<file path="config.mk">
export PLATFORM = sky130hd
export DESIGN_NAME = pipe_ctrl
export DESIGN_NICKNAME = d
export VERILOG_FILES = /design/src/rtl/pipe_ctrl.sv
export SDC_FILE = /design/constraint.sdc
export NUM_CORES = 1
export LEC_CHECK = 0
export ABC_AREA = 0
export CAP_MARGIN = 25
export CORE_ASPECT_RATIO = 0.7
export CORE_MARGIN = 4
export CORE_UTILIZATION = 50
export DETAILED_ROUTE_END_ITERATION = 16
export GPL_TIMING_DRIVEN = 0
export PLACE_DENSITY = 0.93
export SETUP_SLACK_MARGIN = 0.02
export SLEW_MARGIN = 10
export SYNTH_ARGS = -nofsm -noshare
export SYNTH_HDL_FRONTEND = slang
export SYNTH_SLANG_ARGS = --single-unit
</file>
<file path="constraint.sdc">
create_clock -name clock -period 4.1 [get_ports clock]
set_input_delay 0.82 -clock clock [delete_from_list [all_inputs] [get_ports clock]]
set_output_delay 0.82 -clock clock [all_outputs]
set_load 0.1 [all_outputs]
</file>
<file path="src/rtl/pipe_ctrl.sv">
// Pipeline sequencer for the 5-stage core: stage enables, D/A squash, drain after reset.
// Enables/flush/bubble are combinational from state and inputs; counters update each clock.
// Memory busy freezes every stage; branch > load-use > fetch miss resolve in that order.
module pipe_ctrl #(
  parameter int INIT_CYCLES = 4,
  parameter int MEM_TIMEOUT = 64,
  parameter int CNT_W       = 16
) (
  input  logic             clock,
  input  logic             reset,
  input  logic [4:0]       d_regA,
  input  logic [4:0]       d_regB,
  input  logic             d_useA,
  input  logic             d_useB,
  input  logic [4:0]       a_regD,
  input  logic             a_w_en,
  input  logic             a_is_load,
  input  logic             a_branch_taken,
  input  logic             i_busy,
  input  logic             m_busy,
  input  logic             clr_cnt,
  output logic             f_en,
  output logic             d_en,
  output logic             a_en,
  output logic             m_en,
  output logic             wb_en,
  output logic             d_flush,
  output logic             a_bubble,
  output logic             mem_timeout,
  output logic [CNT_W-1:0] stall_cnt
);

  localparam int IW = (INIT_CYCLES > 1) ? $clog2(INIT_CYCLES) : 1;
  localparam int WW = $clog2(MEM_TIMEOUT + 1);

  localparam logic [IW-1:0]    INIT_LAST = IW'(INIT_CYCLES - 1);
  localparam logic [IW-1:0]    INIT_ONE  = IW'(1);
  localparam logic [WW-1:0]    WAIT_MAX  = WW'(MEM_TIMEOUT);
  localparam logic [WW-1:0]    WAIT_LAST = WW'(MEM_TIMEOUT - 1);
  localparam logic [WW-1:0]    WAIT_ONE  = WW'(1);
  localparam logic [CNT_W-1:0] CNT_ONE   = CNT_W'(1);

  typedef enum logic [1:0] {
    S_INIT     = 2'd0,
    S_RUN      = 2'd1,
    S_MEM_WAIT = 2'd2
  } state_t;

  state_t        state, state_nxt;
  logic [IW-1:0] init_cnt;
  logic [WW-1:0] wait_cnt;
  logic          load_use;

  // Load result in A not yet available to the instruction sitting in D.
  always_comb begin
    load_use = a_is_load & a_w_en & (a_regD != 5'd0) &
               ((d_useA & (d_regA == a_regD)) | (d_useB & (d_regB == a_regD)));
  end

  // Next state and stage controls; squash-everything is the safe default.
  always_comb begin
    state_nxt = state;
    f_en      = 1'b0;
    d_en      = 1'b0;
    a_en      = 1'b0;
    m_en      = 1'b0;
    wb_en     = 1'b0;
    d_flush   = 1'b1;
    a_bubble  = 1'b1;
    case (state)
      S_INIT: begin
        if (init_cnt == INIT_LAST) state_nxt = S_RUN;
      end
      S_RUN, S_MEM_WAIT: begin
        if (m_busy) begin
          // Whole pipe holds its contents while memory is outstanding.
          d_flush   = 1'b0;
          a_bubble  = 1'b0;
          state_nxt = S_MEM_WAIT;
        end else begin
          state_nxt = S_RUN;
          if (a_branch_taken) begin
            // Redirect: both younger instructions are on the wrong path.
            f_en  = 1'b1; d_en = 1'b1; a_en = 1'b1; m_en = 1'b1; wb_en = 1'b1;
          end else if (load_use) begin
            // Hold F and D, insert one bubble into A.
            a_en     = 1'b1; m_en = 1'b1; wb_en = 1'b1;
            d_flush  = 1'b0;
          end else if (i_busy) begin
            // No valid fetch: feed a NOP into D, let the rest drain forward.
            d_en     = 1'b1; a_en = 1'b1; m_en = 1'b1; wb_en = 1'b1;
            a_bubble = 1'b0;
          end else begin
            f_en     = 1'b1; d_en = 1'b1; a_en = 1'b1; m_en = 1'b1; wb_en = 1'b1;
            d_flush  = 1'b0;
            a_bubble = 1'b0;
          end
        end
      end
      default: state_nxt = S_INIT;
    endcase
  end

  // State register.
  always_ff @(posedge clock or negedge reset) begin
    if (!reset) state <= S_INIT;
    else        state <= state_nxt;
  end

  // Drain counter; parks on its last value once RUN is reached.
  always_ff @(posedge clock or negedge reset) begin
    if (!reset)                                      init_cnt <= '0;
    else if (state == S_INIT && init_cnt != INIT_LAST) init_cnt <= init_cnt + INIT_ONE;
  end

  // Consecutive busy cycles; the first busy cycle is seen in RUN, so entry loads 1.
  always_ff @(posedge clock or negedge reset) begin
    if (!reset) begin
      wait_cnt <= '0;
    end else begin
      case (state)
        S_RUN:      wait_cnt <= m_busy ? WAIT_ONE : '0;
        S_MEM_WAIT: begin
          if (!m_busy)                   wait_cnt <= '0;
          else if (wait_cnt != WAIT_MAX) wait_cnt <= wait_cnt + WAIT_ONE;
        end
        default:    wait_cnt <= '0;
      endcase
    end
  end

  // Sticky timeout flag; raised on the MEM_TIMEOUT-th busy cycle, only clr_cnt drops it.
  always_ff @(posedge clock or negedge reset) begin
    if (!reset)
      mem_timeout <= 1'b0;
    else if (clr_cnt)
      mem_timeout <= 1'b0;
    else if (state == S_MEM_WAIT && m_busy && wait_cnt == WAIT_LAST)
      mem_timeout <= 1'b1;
  end

  // Saturating count of cycles without a fetch advance, excluding the drain.
  always_ff @(posedge clock or negedge reset) begin
    if (!reset)
      stall_cnt <= '0;
    else if (clr_cnt)
      stall_cnt <= '0;
    else if (state != S_INIT && !f_en && stall_cnt != '1)
      stall_cnt <= stall_cnt + CNT_ONE;
  end

endmodule

</file>
# --- Word-level counts from Yosys, hierarchy flattened ---
# Index checks and enable logic that the tools add are counted.
op_classes:
  n_addsub: 3
  n_eq_ne: 11
  muxes: 31
  n_bitwise: 6
  n_reduce_logical: 12
op_table:
  columns: ["operator", "count"]
  rows:
  - ["$mux 16", 2]
  - ["$mux 1", 23]
  - ["$add 16x1->16 const B", 1]
  - ["$ne 16x16->1 const B", 1]
  - ["$mux 7", 2]
  - ["$pmux 7 s2", 1]
  - ["$eq 5x5->1", 2]
  - ["$add 7x1->7 const B", 1]
  - ["$eq 7x6->1 const B", 1]
  - ["$ne 7x7->1 const B", 1]
  - ["$reduce_bool 2->1", 3]
  - ["$and 1x1->1", 5]
  - ["$logic_and 1x1->1", 5]
  - ["$reduce_bool 5->1", 1]
  - ["$eq 2x2->1 const B", 2]
  - ["$mux 2", 2]
  - ["$ne 2x2->1 const B", 2]
  - ["$pmux 2 s2", 1]
  - ["$ne 3x3->1 const B", 1]
  - ["$add 2x1->2 const B", 1]
  - ["$eq 2x1->1 const B", 1]
  - ["$logic_not 2->1", 1]
  - ["$reduce_or 2->1", 1]
  - ["$logic_not 1->1", 1]
  - ["$or 1x1->1", 1]
totals:
  regBits: 28
  input_bits: 25
  output_inout_bits: 24
  elab_cells: 68

# --- Longest topological paths before layout ---
logic_depth:
  ltp_word: 13
  ltp_mapped: 10
  depth_no_buf: 8

# --- Least setup slack after synthesis ---
# OpenSTA, ideal clock, no wires.
synth_timing:
  path_type: "input to output"
  start: "input a_regD[0]"
  end: "output d_flush"
  t_arrival_ps: 3758
  t_required_ps: 3280
  slack_ps: -478
  cell_stages: 5
  n_path_buf: 0
  path_cell_list: "or3_1 > o311a_1 > nand2_1 > a21oi_1 > o21ai_0"
synth_via:
  elab_chain_cells: 8
  elab_cells_between_ends: 12
  cone_classes: "eq/ne (2); mux (4); bitwise (5); reduce/logical (1)"
synth_rtl:
  columns: ["element", "line", "rtl"]
  rows:
  - ["start, declared", "15", "input logic [4:0] a_regD,"]
  - ["$eq 5x5->1", "57", "((d_useA & (d_regA == a_regD)) | (d_useB & (d_regB == a_regD)));"]
  - ["$and 1x1->1", "57", null]
  - ["$or 1x1->1", "57", null]
  - ["$and 1x1->1 *", "56", "load_use = a_is_load & a_w_en & (a_regD != 5'd0) &"]
  - ["$mux 1 *", "85", "end else if (load_use) begin"]
  - ["$mux 1 *", "82", "if (a_branch_taken) begin"]
  - ["$mux 1 *", "75", "if (m_busy) begin"]
  - ["$mux 1 *", "70", "case (state)"]
  - ["end, declared", "27", "output logic d_flush,"]
# Mark *: on every way between the ends. The rest lies on a longest branch, timed or not.

# --- Worst setup path in the final report ---
layout_timing:
  start: "input a_regD[1]"
  end: "output f_en"
layout_via:
  elab_chain_cells: 8
  elab_cells_between_ends: 12
  cone_classes: "eq/ne (2); mux (4); bitwise (5); reduce/logical (1)"
layout_rtl:
  columns: ["element", "line", "rtl"]
  rows:
  - ["$eq 5x5->1", "57", null]
  - ["$and 1x1->1", "57", null]
  - ["$or 1x1->1", "57", null]
  - ["$and 1x1->1 *", "56", null]
  - ["$mux 1 *", "85", null]
  - ["$mux 1 *", "82", null]
  - ["$mux 1 *", "75", null]
  - ["$mux 1 *", "70", null]
  - ["end, declared", "22", "output logic f_en,"]
# Marks and branches as above.

==> results.json <==
{
  "outcome": "finished clean",
  "post_synth_main_area_contributors": "dfrtp_1, a21oi_1, ha_1",
  "tritoncts": "done",
  "crit_path_class": "input pin to output port",
  "grt_antenna_before_repair": 0,
  "hold_violations": 0,
  "critical_path.endpoint_type": "output port",
  "std_cell_rows": 17,
  "path_common_cell": "nor2_1",
  "dieHeight_um": 57.7,
  "postCtsSetupBuffers": 0,
  "setup_viol": 0,
  "synth_seq_cells": 28,
  "yosys-top-cells-count": "dfrtp_1, a21oi_1, nand2_1",
  "tmin_final_ns": 4.02,
  "post_synth_edffs": 0,
  "power_leakage_nw": 0.928,
  "drive_above_1_share_pct": 7.32,
  "hold_path_class": "flop to flop",
  "crit_chain": "clkdlybuf4s50_1, or3_1, o311a_1, a21oi_1, nor2_1, nor2_1, clkdlybuf4s15_1",
  "fin_total_pwr_w": 0.00135,
  "post_synth_top_area_share_pct": 39.7,
  "root_buffer": "clkbuf_8",
  "synthesis.nets": 227,
  "dp_hpwl_mm": 3.26,
  "startpoint_class_of_the_critical_path": "input pin",
  "highest-signal-layer": "met4",
  "dp_cells": 289,
  "max_slew.worst_pin.slew_ns": 0.980,
  "port_buffers": 47,
  "timing.slew.headroom_pct": 34.4,
  "synth_async_reset_ratio_pct": 100,
  "die-width_um": 79.0,
  "tritoncts_num_sinks": 28,
  "timing.critical_path.fanout_max": 4,
  "maxCapViolCount": 0,
  "totalWireLength_mm": 4.33,
  "wl_per_cell_um": 14.8,
  "clock_skew_ns": 0.0118,
  "timing.fmax_mhz": 249,
  "worstPathArrival_ns": 3.20,
  "wirelength_met1_mm": 1.95,
  "clock_path_buffers": 2,
  "dr_total_vias": 1714,
  "globalRouteOverflowTotal": 0,
  "grt_setup_unrepaired": "yes",
  "synth_area_per_cell_sq_um": 9.09,
  "total_die_area_sq_um": 4560,
  "slowest_delay_ns": 0.84,
  "cts_made_buffers": 3,
  "post_drt_via_cell_ratio": 5.85,
  "yosys_warnings": 0,
  "syn_area_sq_um": 1760,
  "grt_pass1_vias": 1586,
  "drt_first_pass_iters": 4,
  "postSynth.topFlopCell": "dfrtp_1",
  "clock_tree.htree_level_count": 1,
  "nNetsFinal": 280,
  "pwr_density_cell_nw_per_um2": 569,
  "syn_to_final_growth_pct": 34.8,
  "num_io_pins": 49,
  "design.core.area_sq_um": 3280,
  "effective_utilization_at_floorplan_pct": 53.9,
  "grt_max_degree": 19,
  "vdd.ir_drop.worst_v": 0.000346,
  "timing.critical_path.slowest_stage_cell": "clkdlybuf4s15_1",
  "drv_slew": 0,
  "drt_iter0_markers": 89,
  "gp_weighted_congestion": 0.849,
  "synth-seq-area-share_pct": 39.7,
  "synth_cell_type_count": 37,
  "hold_buffers": 0,
  "yosys.cell_count.top_type": "dfrtp_1",
  "post-route-drc-count": 0,
  "drt.antenna.violating_nets": 0,
  "met3WireLength_um": 419,
  "grt_usage_pct": 19.7,
  "required_ns": 3.28,
  "antenna-diode-count": 0,
  "gate_count_of_the_mapped_netlist": 194,
  "worst_setup_hold_path_clk_slew_ns": 0.10,
  "min_period_over_period_pct": 98.1,
  "finish.cell_count_without_fillers": 293,
  "wire_length_of_the_first_global_routing_pass_mm": 7.25,
  "synthDominantAreaCellType": "dfrtp_1",
  "detailroute.wirelength.met2_mm": 1.86,
  "clk_latency_ns": 0.28
}
[sequential cells by signal, summed over array words and instances, names as in the netlist]
name,count
state,2
wait_cnt,7
mem_timeout,1
init_cnt,2
stall_cnt,16
[cells in the final DEF (no fill, tap or decap), types with 5 or more instances in the layout]
cell type | synthesis | routed
a21oi_1 | 23 | 23
clkdlybuf4s50_1 | 0 | 43
dfrtp_1 | 28 | 28
ha_1 | 8 | 8
inv_1 | 7 | 7
nand2_1 | 14 | 14
nand3_1 | 11 | 11
nor2_1 | 12 | 12
o21ai_0 | 7 | 5
o21ai_1 | 10 | 12
or3_1 | 12 | 12
xnor2_1 | 11 | 11
[metal layers]
layer | vias up | GRT usage [%]
li1 | 804 | -
met1 | 809 | 29.0
met2 | 89 | 28.5
met3 | 12 | 5.28
met4 | 0 | 5.88
met5 | - | 0
[report_power, final]
part           leakage [nW]  internal [W]  switching [W]
clock                0.0357      0.000131      0.0000894
sequential            0.376      0.000300      0.0000310
combinational         0.516      0.000215       0.000585
total                 0.928      0.000646       0.000706
[metrics by stage]
step / setup slack [ns] / TNS [ns] / hold WS (ns) / utilization, % / instance area (sq um)
3_5_place_dp: -0.220 / -0.623 / 0.478 / 70.5 / 2310
3_3_place_gp: -0.198 / -0.502 / 0.463 / 70.0 / 2290
4_1_cts: 0.0657 / 0 / 0.500 / 72.5 / 2370
2_1_floorplan: 0.277 / 0 / 0.448 / - / 1760
5_1_grt: 0.00608 / 0 / 0.543 / 72.6 / 2380
6_report: 0.0782 / 0 / 0.495 / 72.6 / 2380
[cell type report]
| type | count | area [sq um] |
|---|---|---|
| clock buffers | 3 | 41.3 |
| clock inverters | 1 | 30.0 |
| flip-flops and latches | 28 | 701 |
| plain buffers | 9 | 67.6 |
| repair buffers | 48 | 483 |
| multi-input cells | 150 | 970 |
| fillers | 265 | 898 |
| well taps | 47 | 58.8 |
| inverters | 7 | 26.3 |
[logic make-up (layout without fill, tap and decap cells)]
group / after synthesis / in the layout / share of synthesized area [%]
simple gates: 75 / 75 / 24.4
xor+xnor: 14 / 14 / 6.95
mux: 3 / 3 / 1.84
flops: 28 / 28 / 39.7
compound gates: 50 / 50 / 16.1
fa+ha+maj: 8 / 8 / 5.67
buf+inv: 16 / 68 / 5.32
[worst max-delay path: cells and delay by family]
family	cells	cell delay (ns)
AOI/OAI and AO/OA	2	0.52
buffers and inverters	2	1.33
and+or+nand+nor	3	0.53
[repair_timing]
action                                 CTS  global route
setup endpoints to repair                4             2
endpoints found under the hold margin    0             0
pin swaps                                0             0
gates cloned                             0             0
gates resized for setup                  4             2
[worst paths after layout]
| path | from | end | depth (start not counted) | slack (ns) |
|---|---|---|---|---|
| min in group asynchronous | reset | wait_cnt[0]$_DFFE_PN0P_ | 1 | 0.87 |
| worst max register to register | state[0]$_DFFE_PN0N_ | stall_cnt[13]$_DFFE_PN0P_ | 9 | 1.80 |
| worst max-delay path | a_regD[1] | f_en | 7 | 0.08 |
| worst min register to register | init_cnt[0]$_DFFE_PN0P_ | init_cnt[0]$_DFFE_PN0P_ | 1 | 0.49 |
| max in group asynchronous | reset | stall_cnt[0]$_DFFE_PN0P_ | 2 | 2.72 |
| worst min-delay path | init_cnt[0]$_DFFE_PN0P_ | init_cnt[0]$_DFFE_PN0P_ | 1 | 0.49 |
(Power assumes the default switching activity.)
